$ cat src/rtl/serial_subtractor.sv
// Multi-cycle subtractor: diff = a - b - bin, one DIGIT-bit slice per clock, LSB first.
// Start/busy/done handshake; borrow ripples through an internal register between slices.
module serial_subtractor #(
    parameter int unsigned WIDTH = 16,
    parameter int unsigned DIGIT = 4
) (
    input  logic             clk,
    input  logic             rst_n,
    input  logic             start,
    input  logic [WIDTH-1:0] a,
    input  logic [WIDTH-1:0] b,
    input  logic             bin,
    output logic             busy,
    output logic             done,
    output logic [WIDTH-1:0] diff,
    output logic             borrow,
    output logic             zero
);

    localparam int unsigned N  = WIDTH / DIGIT;
    localparam int unsigned CW = (N > 1) ? $clog2(N) : 1;

    generate
        if (WIDTH < 1 || DIGIT < 1 || (WIDTH % DIGIT) != 0) begin : g_bad_param
            $error("serial_subtractor: DIGIT must be >= 1 and divide WIDTH exactly");
        end
    endgenerate

    typedef enum logic [1:0] {
        StIdle = 2'd0,
        StRun  = 2'd1,
        StDone = 2'd2
    } state_t;

    state_t r_state;
    state_t w_state_next;

    logic [WIDTH-1:0] r_a;
    logic [WIDTH-1:0] r_b;
    logic             r_brw;
    logic [CW-1:0]    r_cnt;
    logic [WIDTH-1:0] r_diff;
    logic             r_borrow;
    logic             r_zero;

    logic             w_accept;
    logic             w_last;
    logic [DIGIT:0]   w_sub;
    logic             w_bo;
    logic [WIDTH-1:0] w_diff_next;

    assign w_accept = (r_state == StIdle) && start;
    assign w_last   = (r_cnt == CW'(N - 1));

    // Operand registers shift right each RUN cycle, so the active slice is always the LSBs.
    assign w_sub = {1'b0, r_a[DIGIT-1:0]} - {1'b0, r_b[DIGIT-1:0]} - {{DIGIT{1'b0}}, r_brw};
    assign w_bo  = w_sub[DIGIT];

    always_comb begin
        w_diff_next = r_diff;
        for (int unsigned i = 0; i < N; i++) begin
            if (r_cnt == CW'(i)) begin
                w_diff_next[i*DIGIT +: DIGIT] = w_sub[DIGIT-1:0];
            end
        end
    end

    always_ff @(posedge clk or negedge rst_n) begin
        if (!rst_n) begin
            r_state <= StIdle;
        end else begin
            r_state <= w_state_next;
        end
    end

    always_comb begin
        w_state_next = r_state;
        case (r_state)
            StIdle:  if (start) w_state_next = StRun;
            StRun:   if (w_last) w_state_next = StDone;
            StDone:  w_state_next = StIdle;
            default: w_state_next = StIdle;
        endcase
    end

    always_ff @(posedge clk or negedge rst_n) begin
        if (!rst_n) begin
            r_a      <= '0;
            r_b      <= '0;
            r_brw    <= 1'b0;
            r_cnt    <= '0;
            r_diff   <= '0;
            r_borrow <= 1'b0;
            r_zero   <= 1'b0;
        end else if (w_accept) begin
            r_a   <= a;
            r_b   <= b;
            r_brw <= bin;
            r_cnt <= '0;
        end else if (r_state == StRun) begin
            r_a    <= r_a >> DIGIT;
            r_b    <= r_b >> DIGIT;
            r_brw  <= w_bo;
            r_cnt  <= r_cnt + CW'(1);
            r_diff <= w_diff_next;
            // Flags only move on the final slice so they hold the previous result meanwhile.
            if (w_last) begin
                r_borrow <= w_bo;
                r_zero   <= (w_diff_next == '0);
            end
        end
    end

    assign busy   = (r_state == StRun);
    assign done   = (r_state == StDone);
    assign diff   = r_diff;
    assign borrow = r_borrow;
    assign zero   = r_zero;

endmodule

$ cat config.mk
export PLATFORM = sky130hd
export DESIGN_NAME = serial_subtractor
export DESIGN_NICKNAME = d
export VERILOG_FILES = /design/src/rtl/serial_subtractor.sv
export SDC_FILE = /design/constraint.sdc
export NUM_CORES = 1
export LEC_CHECK = 0
export ABC_CLOCK_PERIOD_IN_PS = 2900
export CORE_MARGIN = 10
export CORE_UTILIZATION = 49
export DETAILED_ROUTE_END_ITERATION = 7
export PLACE_DENSITY = 0.78
export SLEW_MARGIN = 0
export SYNTH_ARGS = -nofsm -noshare
export SYNTH_HDL_FRONTEND = slang
export SYNTH_SLANG_ARGS = --single-unit
$ cat constraint.sdc
create_clock -name clk -period 2.9 [get_ports clk]
set_clock_uncertainty 0.15 [all_clocks]
set_input_delay 0.58 -clock clk [delete_from_list [all_inputs] [get_ports clk]]
set_output_delay 0.58 -clock clk [all_outputs]
set_load 0.05 [all_outputs]
==> impl_metrics.yaml, run 1 <==
pwr:
  total_power_w: 0.00394
  vdd_drop_max_mv: 0.488
  switching_share_pct: 46.3
  seq_power_share_pct: 33.7
  p_clk_share_pct: 10.5
  power.internal_w: 0.00212
  comb_power_share_pct: 55.8
  power.leakage_nw: 1.44
  switchingPower_w: 0.00183
  cellPowerDensity_nw_per_um2: 1200
critical_path:
  start_kind: "flip-flop"
  path_cells: "and2b_1 -> buf_12"
  critical-path-max-stage-delay_ns: 0.55
  path_class: "flip-flop to output port"
  path_max_fanout: 12
  worstPathRequired_ns: 2.17
  cp_slowest_cell: "dfrtp_1"
  crit_arrival_ns: 1.57
  end_kind: "output port"
clock_tree:
  cts-htree-levels: 2
  cts_max_path_buffers: 2
  cts-root-buf: "clkbuf_8"
  cts_buffers: 5
  cts.repair.resized: 0
  clock_latency_ns: 0.30
  path_clk_slew_ns: 0.10
  cts_sinks: 55
  hold_buffers: 0
  post-cts-setup-buffer-count: 0
  cts_tree: "done"
final_layout:
  final_cell_mix: "55 x dfrtp_1, 52 x clkdlybuf4s50_1, 40 x o21ai_0"
  drive_above_1_share_pct: 7.21
  n_antenna_cell: 0
  syn2layout_area_growth_pct: 28.3
  final_cell_area_um2: 3280
  fillerInstances: 440
  final_nets: 352
  layout_commonest_cell: "dfrtp_1"
global_route:
  grtUsageTotal_pct: 13.9
  grt_pass1_vias: 2070
  grt_pass1_wl_mm: 9.93
  grt_max_degree: 56
  antenna_found_initial: 0
  grt_overflow: 0
floorplan:
  rows: 26
  pin_count: 56
  die-area_um2: 8500
  start_util_pct: 50.3
  die-height_um: 92.2
  fp.dieW_um: 92.2
  coreArea_um2: 5070
logic_synthesis:
  synth_flop_cell: "dfrtp_1"
  async_reset_ff_share_pct: 100
  netlist_area_um2: 2550
  ys.warnings.count: 0
  ys_types: 31
  seq_area_frac_synth_pct: 53.9
  synth_area_per_cell_um2: 10.3
  postSynthCellCount: 247
  synth_edf_count: 0
  synth_seq_cells: 55
  syn-num-nets: 295
timing:
  tightest_slew_ns: 0.680
  max_freq_mhz: 435
  tns_ns: 0
  setup_viol: 0
  hold_viol: 0
  period_share_pct: 79.2
  slew_headroom_pct: 54.7
  slew_viol_final: 0
  post-route-min-period_ns: 2.30
  rsz0062_at_grt: "no"
min_path:
  hp-class: "input pin to asynchronous set/reset pin"
detailed_routing:
  vias_per_cell: 5.33
  antenna_left: 0
  drc: 0
  vias: 2000
  wl_per_cell_um: 15.5
  drt-total-wl_mm: 5.80
  first_pass_iters: 4
  drt-initial-drc-count: 110
placement:
  place_hpwl_mm: 4.36
  place_congestion: 0.784
  portBuffers: 55
  place_area_um2: 3190
job:
  drv_cap: 0
status:
  status: "finished clean"
## kinds of logic after synthesis
| group | synth area share (%) |
|---|---|
| buffers and inverters | 4.65 |
| DFF | 53.9 |
| xor gates and xnor gates | 1.37 |
| adders and majority gates | 6.47 |
| and+or+nand+nor | 10.0 |
| AOI/OAI and AO/OA | 23.6 |
## per-stage QoR
stage                     cells  setup slack, ns  util (%)  hold slack (ns)
after global placement      367            0.723      62.9            0.312
final                       375            0.602      64.6            0.247
after detailed placement    367            0.633      62.9            0.322
after global routing        375            0.489      64.6            0.294
after floorplan             247            0.675         -            0.134
after CTS                   375            0.597      64.6            0.267
## state kept, by name, summed over array words and instances, names as in the netlist
| register | cells |
|---|---|
| r_brw | 1 |
| r_state | 2 |
| r_cnt | 2 |
| r_b | 16 |
| zero | 1 |
| r_a | 16 |
| diff | 16 |
| borrow | 1 |
## power groups by stage
stage          Combinational, W  Clock (W)  Sequential, W
2_1_floorplan           0.00114          0        0.00167
3_3_place_gp            0.00216          0        0.00133
3_5_place_dp            0.00222          0        0.00135
4_1_cts                 0.00222   0.000419        0.00133
5_1_grt                 0.00244   0.000450        0.00137
6_report                0.00220   0.000416        0.00133
## routing by layer
layer	GRT usage [%]	part of all wire (%)	up-vias
li1	-	-	990
met1	17.4	45	948
met2	21.9	47	54
met3	5.05	6.2	8
met4	3.86	1.3	0
met5	0	0	-
## worst paths after layout
check | startpoint | to | slack, ns | depth (start not counted)
max in group asynchronous | rst_n | r_b[14]$_DFFE_PN0P_ | 1.91 | 2
setup / recovery | r_state[1]$_DFFE_PN0P_ | busy | 0.60 | 2
min in group clk | borrow$_DFFE_PN0P_ | borrow$_DFFE_PN0P_ | 0.34 | 2
hold / removal | rst_n | diff[11]$_DFFE_PN0P_ | 0.25 | 2
hold reg to reg | borrow$_DFFE_PN0P_ | borrow$_DFFE_PN0P_ | 0.34 | 2
setup reg to reg | r_a[0]$_DFFE_PN0P_ | diff[11]$_DFFE_PN0P_ | 0.66 | 7
## critical path, delay by kind of cell (launching register included)
kind	cells	cell delay [ns]
DFF	1	0.55
buffers and inverters	1	0.19
and+or+nand+nor	1	0.52
## cell type report
| cell class | count | area, µm² | area share [%] |
|---|---|---|---|
| Sequential cell | 55 | 1380 | 42.0 |
| Multi-Input combinational cell | 165 | 1060 | 32.3 |
| Timing Repair Buffer | 64 | 621 | 18.9 |
| Tap cell | 70 | 87.6 | 2.67 |
| Clock buffer | 6 | 72.6 | 2.21 |
| Inverter | 13 | 48.8 | 1.49 |
| Clock inverter | 2 | 12.5 | 0.382 |
## cell usage after synthesis (2+ instances only)
master	count	area (µm²)
a22oi_1	24	180
clkbuf_1	4	15.0
a21oi_1	7	35.0
buf_2	7	35.0
nand2_1	36	135
xnor2_1	3	26.3
nor2b_1	6	37.5
o21ai_0	40	200
a22o_1	10	87.6
ha_1	10	125
inv_1	13	48.8
dfrtp_1	55	1380
a2bb2oi_1	5	43.8
fa_1	2	40.0
nor2_1	5	18.8
nor4_1	4	25.0
buf_4	2	15.0
(Power assumes the default switching activity.)
==> run 2: changes to the inputs <==
ABC_CLOCK_PERIOD_IN_PS = 2400   (was 2900)
clock period = 2.4 ns   (was 2.9 ns; I/O delays follow)
==> run 2 against run 1 <==
Via count grew 1.1%; total power grew 25%; critical path depth grew 5; setup slack lost 0.38 ns; sequential share of layout area shrank 0.69 points; clock-buffer cell count shrank 1; non-clock buffer count grew 2; first-iteration DRC count grew 36%; wire length grew 2.2%; register-to-register slack lost 0.44 ns; die area is the same; critical path type is now flip-flop to flip-flop.
==> impl_metrics.yaml, run 2 (synthesized netlist as in run 1, its figures left out) <==
status:
  status: "finished clean"
timing:
  period_share_pct: 90.7
  setup_viol: 0
  hold_viol: 0
  tns_ns: 0
  slew_viol_final: 0
  rsz0062_at_grt: "no"
  whs_ns: 0.127
  max_freq_mhz: 459
  slew_headroom_pct: 55.3
  post-route-min-period_ns: 2.18
  tightest_slew_ns: 0.671
clock_tree:
  path_clk_slew_ns: 0.10
  cts-root-buf: "clkbuf_8"
  cts_sinks: 55
  cts_buffers: 5
  post-cts-setup-buffer-count: 0
  cts.repair.resized: 0
  cts-htree-levels: 2
  cts_tree: "done"
  hold_buffers: 0
  clock_latency_ns: 0.32
  cts_max_path_buffers: 2
pwr:
  switching_share_pct: 45.3
  cellPowerDensity_nw_per_um2: 1480
  seq_power_share_pct: 32.1
  power.leakage_nw: 1.46
  power.internal_w: 0.00269
  switchingPower_w: 0.00223
  comb_power_share_pct: 55.1
  vdd_drop_max_mv: 0.606
  p_clk_share_pct: 12.8
critical_path:
  crit_arrival_ns: 2.23
  start_kind: "flip-flop"
  path_class: "flip-flop to flip-flop"
  end_kind: "flip-flop"
  worstPathRequired_ns: 2.45
  path_max_fanout: 5
global_route:
  grtUsageTotal_pct: 14.8
  grt_overflow: 0
  grt_pass1_vias: 2207
  antenna_found_initial: 0
  grt_pass1_wl_mm: 10.5
  grt_max_degree: 56
placement:
  place_congestion: 0.774
  portBuffers: 55
  place_hpwl_mm: 4.52
floorplan:
  fp.dieW_um: 92.2
  coreArea_um2: 5070
  pin_count: 56
  die-height_um: 92.2
  rows: 26
  start_util_pct: 50.3
  die-area_um2: 8500
detailed_routing:
  drt-initial-drc-count: 150
  first_pass_iters: 5
  vias: 2022
  antenna_left: 0
  drt-total-wl_mm: 5.93
  vias_per_cell: 5.36
  wl_per_cell_um: 15.7
  drc: 0
final_layout:
  syn2layout_area_growth_pct: 30.5
  final_nets: 354
  n_antenna_cell: 0
  final_cell_mix: "55 x dfrtp_1, 52 x clkdlybuf4s50_1, 40 x o21ai_0"
  layout_commonest_cell: "dfrtp_1"
  drive_above_1_share_pct: 8.14
job:
  drv_cap: 0
min_path:
  hp-class: "input pin to asynchronous set/reset pin"
==> run 2: cell count changes in the layout (fill, tap and decap cells not counted) <==
cell	delta
buf_12	+1
clkinv_4	+1
clkbuf_1	-1
bufinv_16	+1
buf_4	+1
clkinvlp_4	-1
==> run 2: per-layer routing <==
metal,vias up,track usage (%),routed length (µm)
met1,965,16.8,2430
met2,66,25.1,2930
met5,-,0,0
met3,2,6.19,529
met4,0,3.73,27
li1,989,-,-
==> run 2: power groups by stage <==
stage          logic, W  registers (W)  clock network, W
2_1_floorplan   0.00137        0.00202                 0
3_3_place_gp    0.00267        0.00159                 0
3_5_place_dp    0.00273        0.00161                 0
4_1_cts         0.00274        0.00159          0.000631
5_1_grt         0.00300        0.00164          0.000665
6_report        0.00271        0.00158          0.000629
==> run 2: cell type report <==
| class | instances | area [µm²] |
|---|---|---|
| repair buffers | 66 | 648 |
| clock inverters | 3 | 43.8 |
| inverters | 13 | 48.8 |
| fillers | 443 | 1740 |
| multi-input cells | 165 | 1060 |
| well taps | 70 | 87.6 |
| clock buffers | 5 | 68.8 |
| flip-flops and latches | 55 | 1380 |
==> run 2: per-stage QoR <==
step | utilization [%] | setup WS (ns) | power (W) | std cells | cell area, µm²
floorplan | - | 0.275 | 0.00339 | 247 | 2550
detailed placement | 63.4 | 0.212 | 0.00434 | 369 | 3220
finish | 65.7 | 0.222 | 0.00492 | 377 | 3330
CTS | 65.7 | 0.201 | 0.00496 | 377 | 3330
global route | 65.7 | 0.0848 | 0.00530 | 377 | 3330
global placement | 63.4 | 0.275 | 0.00426 | 369 | 3220
==> run 2: final timing paths <==
path                                    startpoint                    to  slack [ns]  cells past startpoint
worst min-delay path                         rst_n   diff[6]$_DFFE_PN0P_        0.13                      2
max in group asynchronous                    rst_n    r_b[2]$_DFFE_PN0P_        1.53                      2
worst min register to register  borrow$_DFFE_PN0P_    borrow$_DFFE_PN0P_        0.33                      2
worst max register to register  r_a[0]$_DFFE_PN0P_  diff[15]$_DFFE_PN0P_        0.22                      7
min in group clk                borrow$_DFFE_PN0P_    borrow$_DFFE_PN0P_        0.33                      2
worst max-delay path            r_a[0]$_DFFE_PN0P_  diff[15]$_DFFE_PN0P_        0.22                      7
==> run 2: critical path, stage by stage, from the launching register on <==
cell and delay, ns:
dfrtp_1 0.42, fa_1 0.57, inv_1 0.05, ha_1 0.17, o21ai_0 0.15, nand3b_1 0.11, xnor2_1 0.30, o21ai_0 0.14
==> run 3: changes to the inputs <==
CTS_CLUSTER_DIAMETER = 40   (was unset)
==> results of run 3 <==
No change in the layout: final DEF, timing and power equal those of run 2.
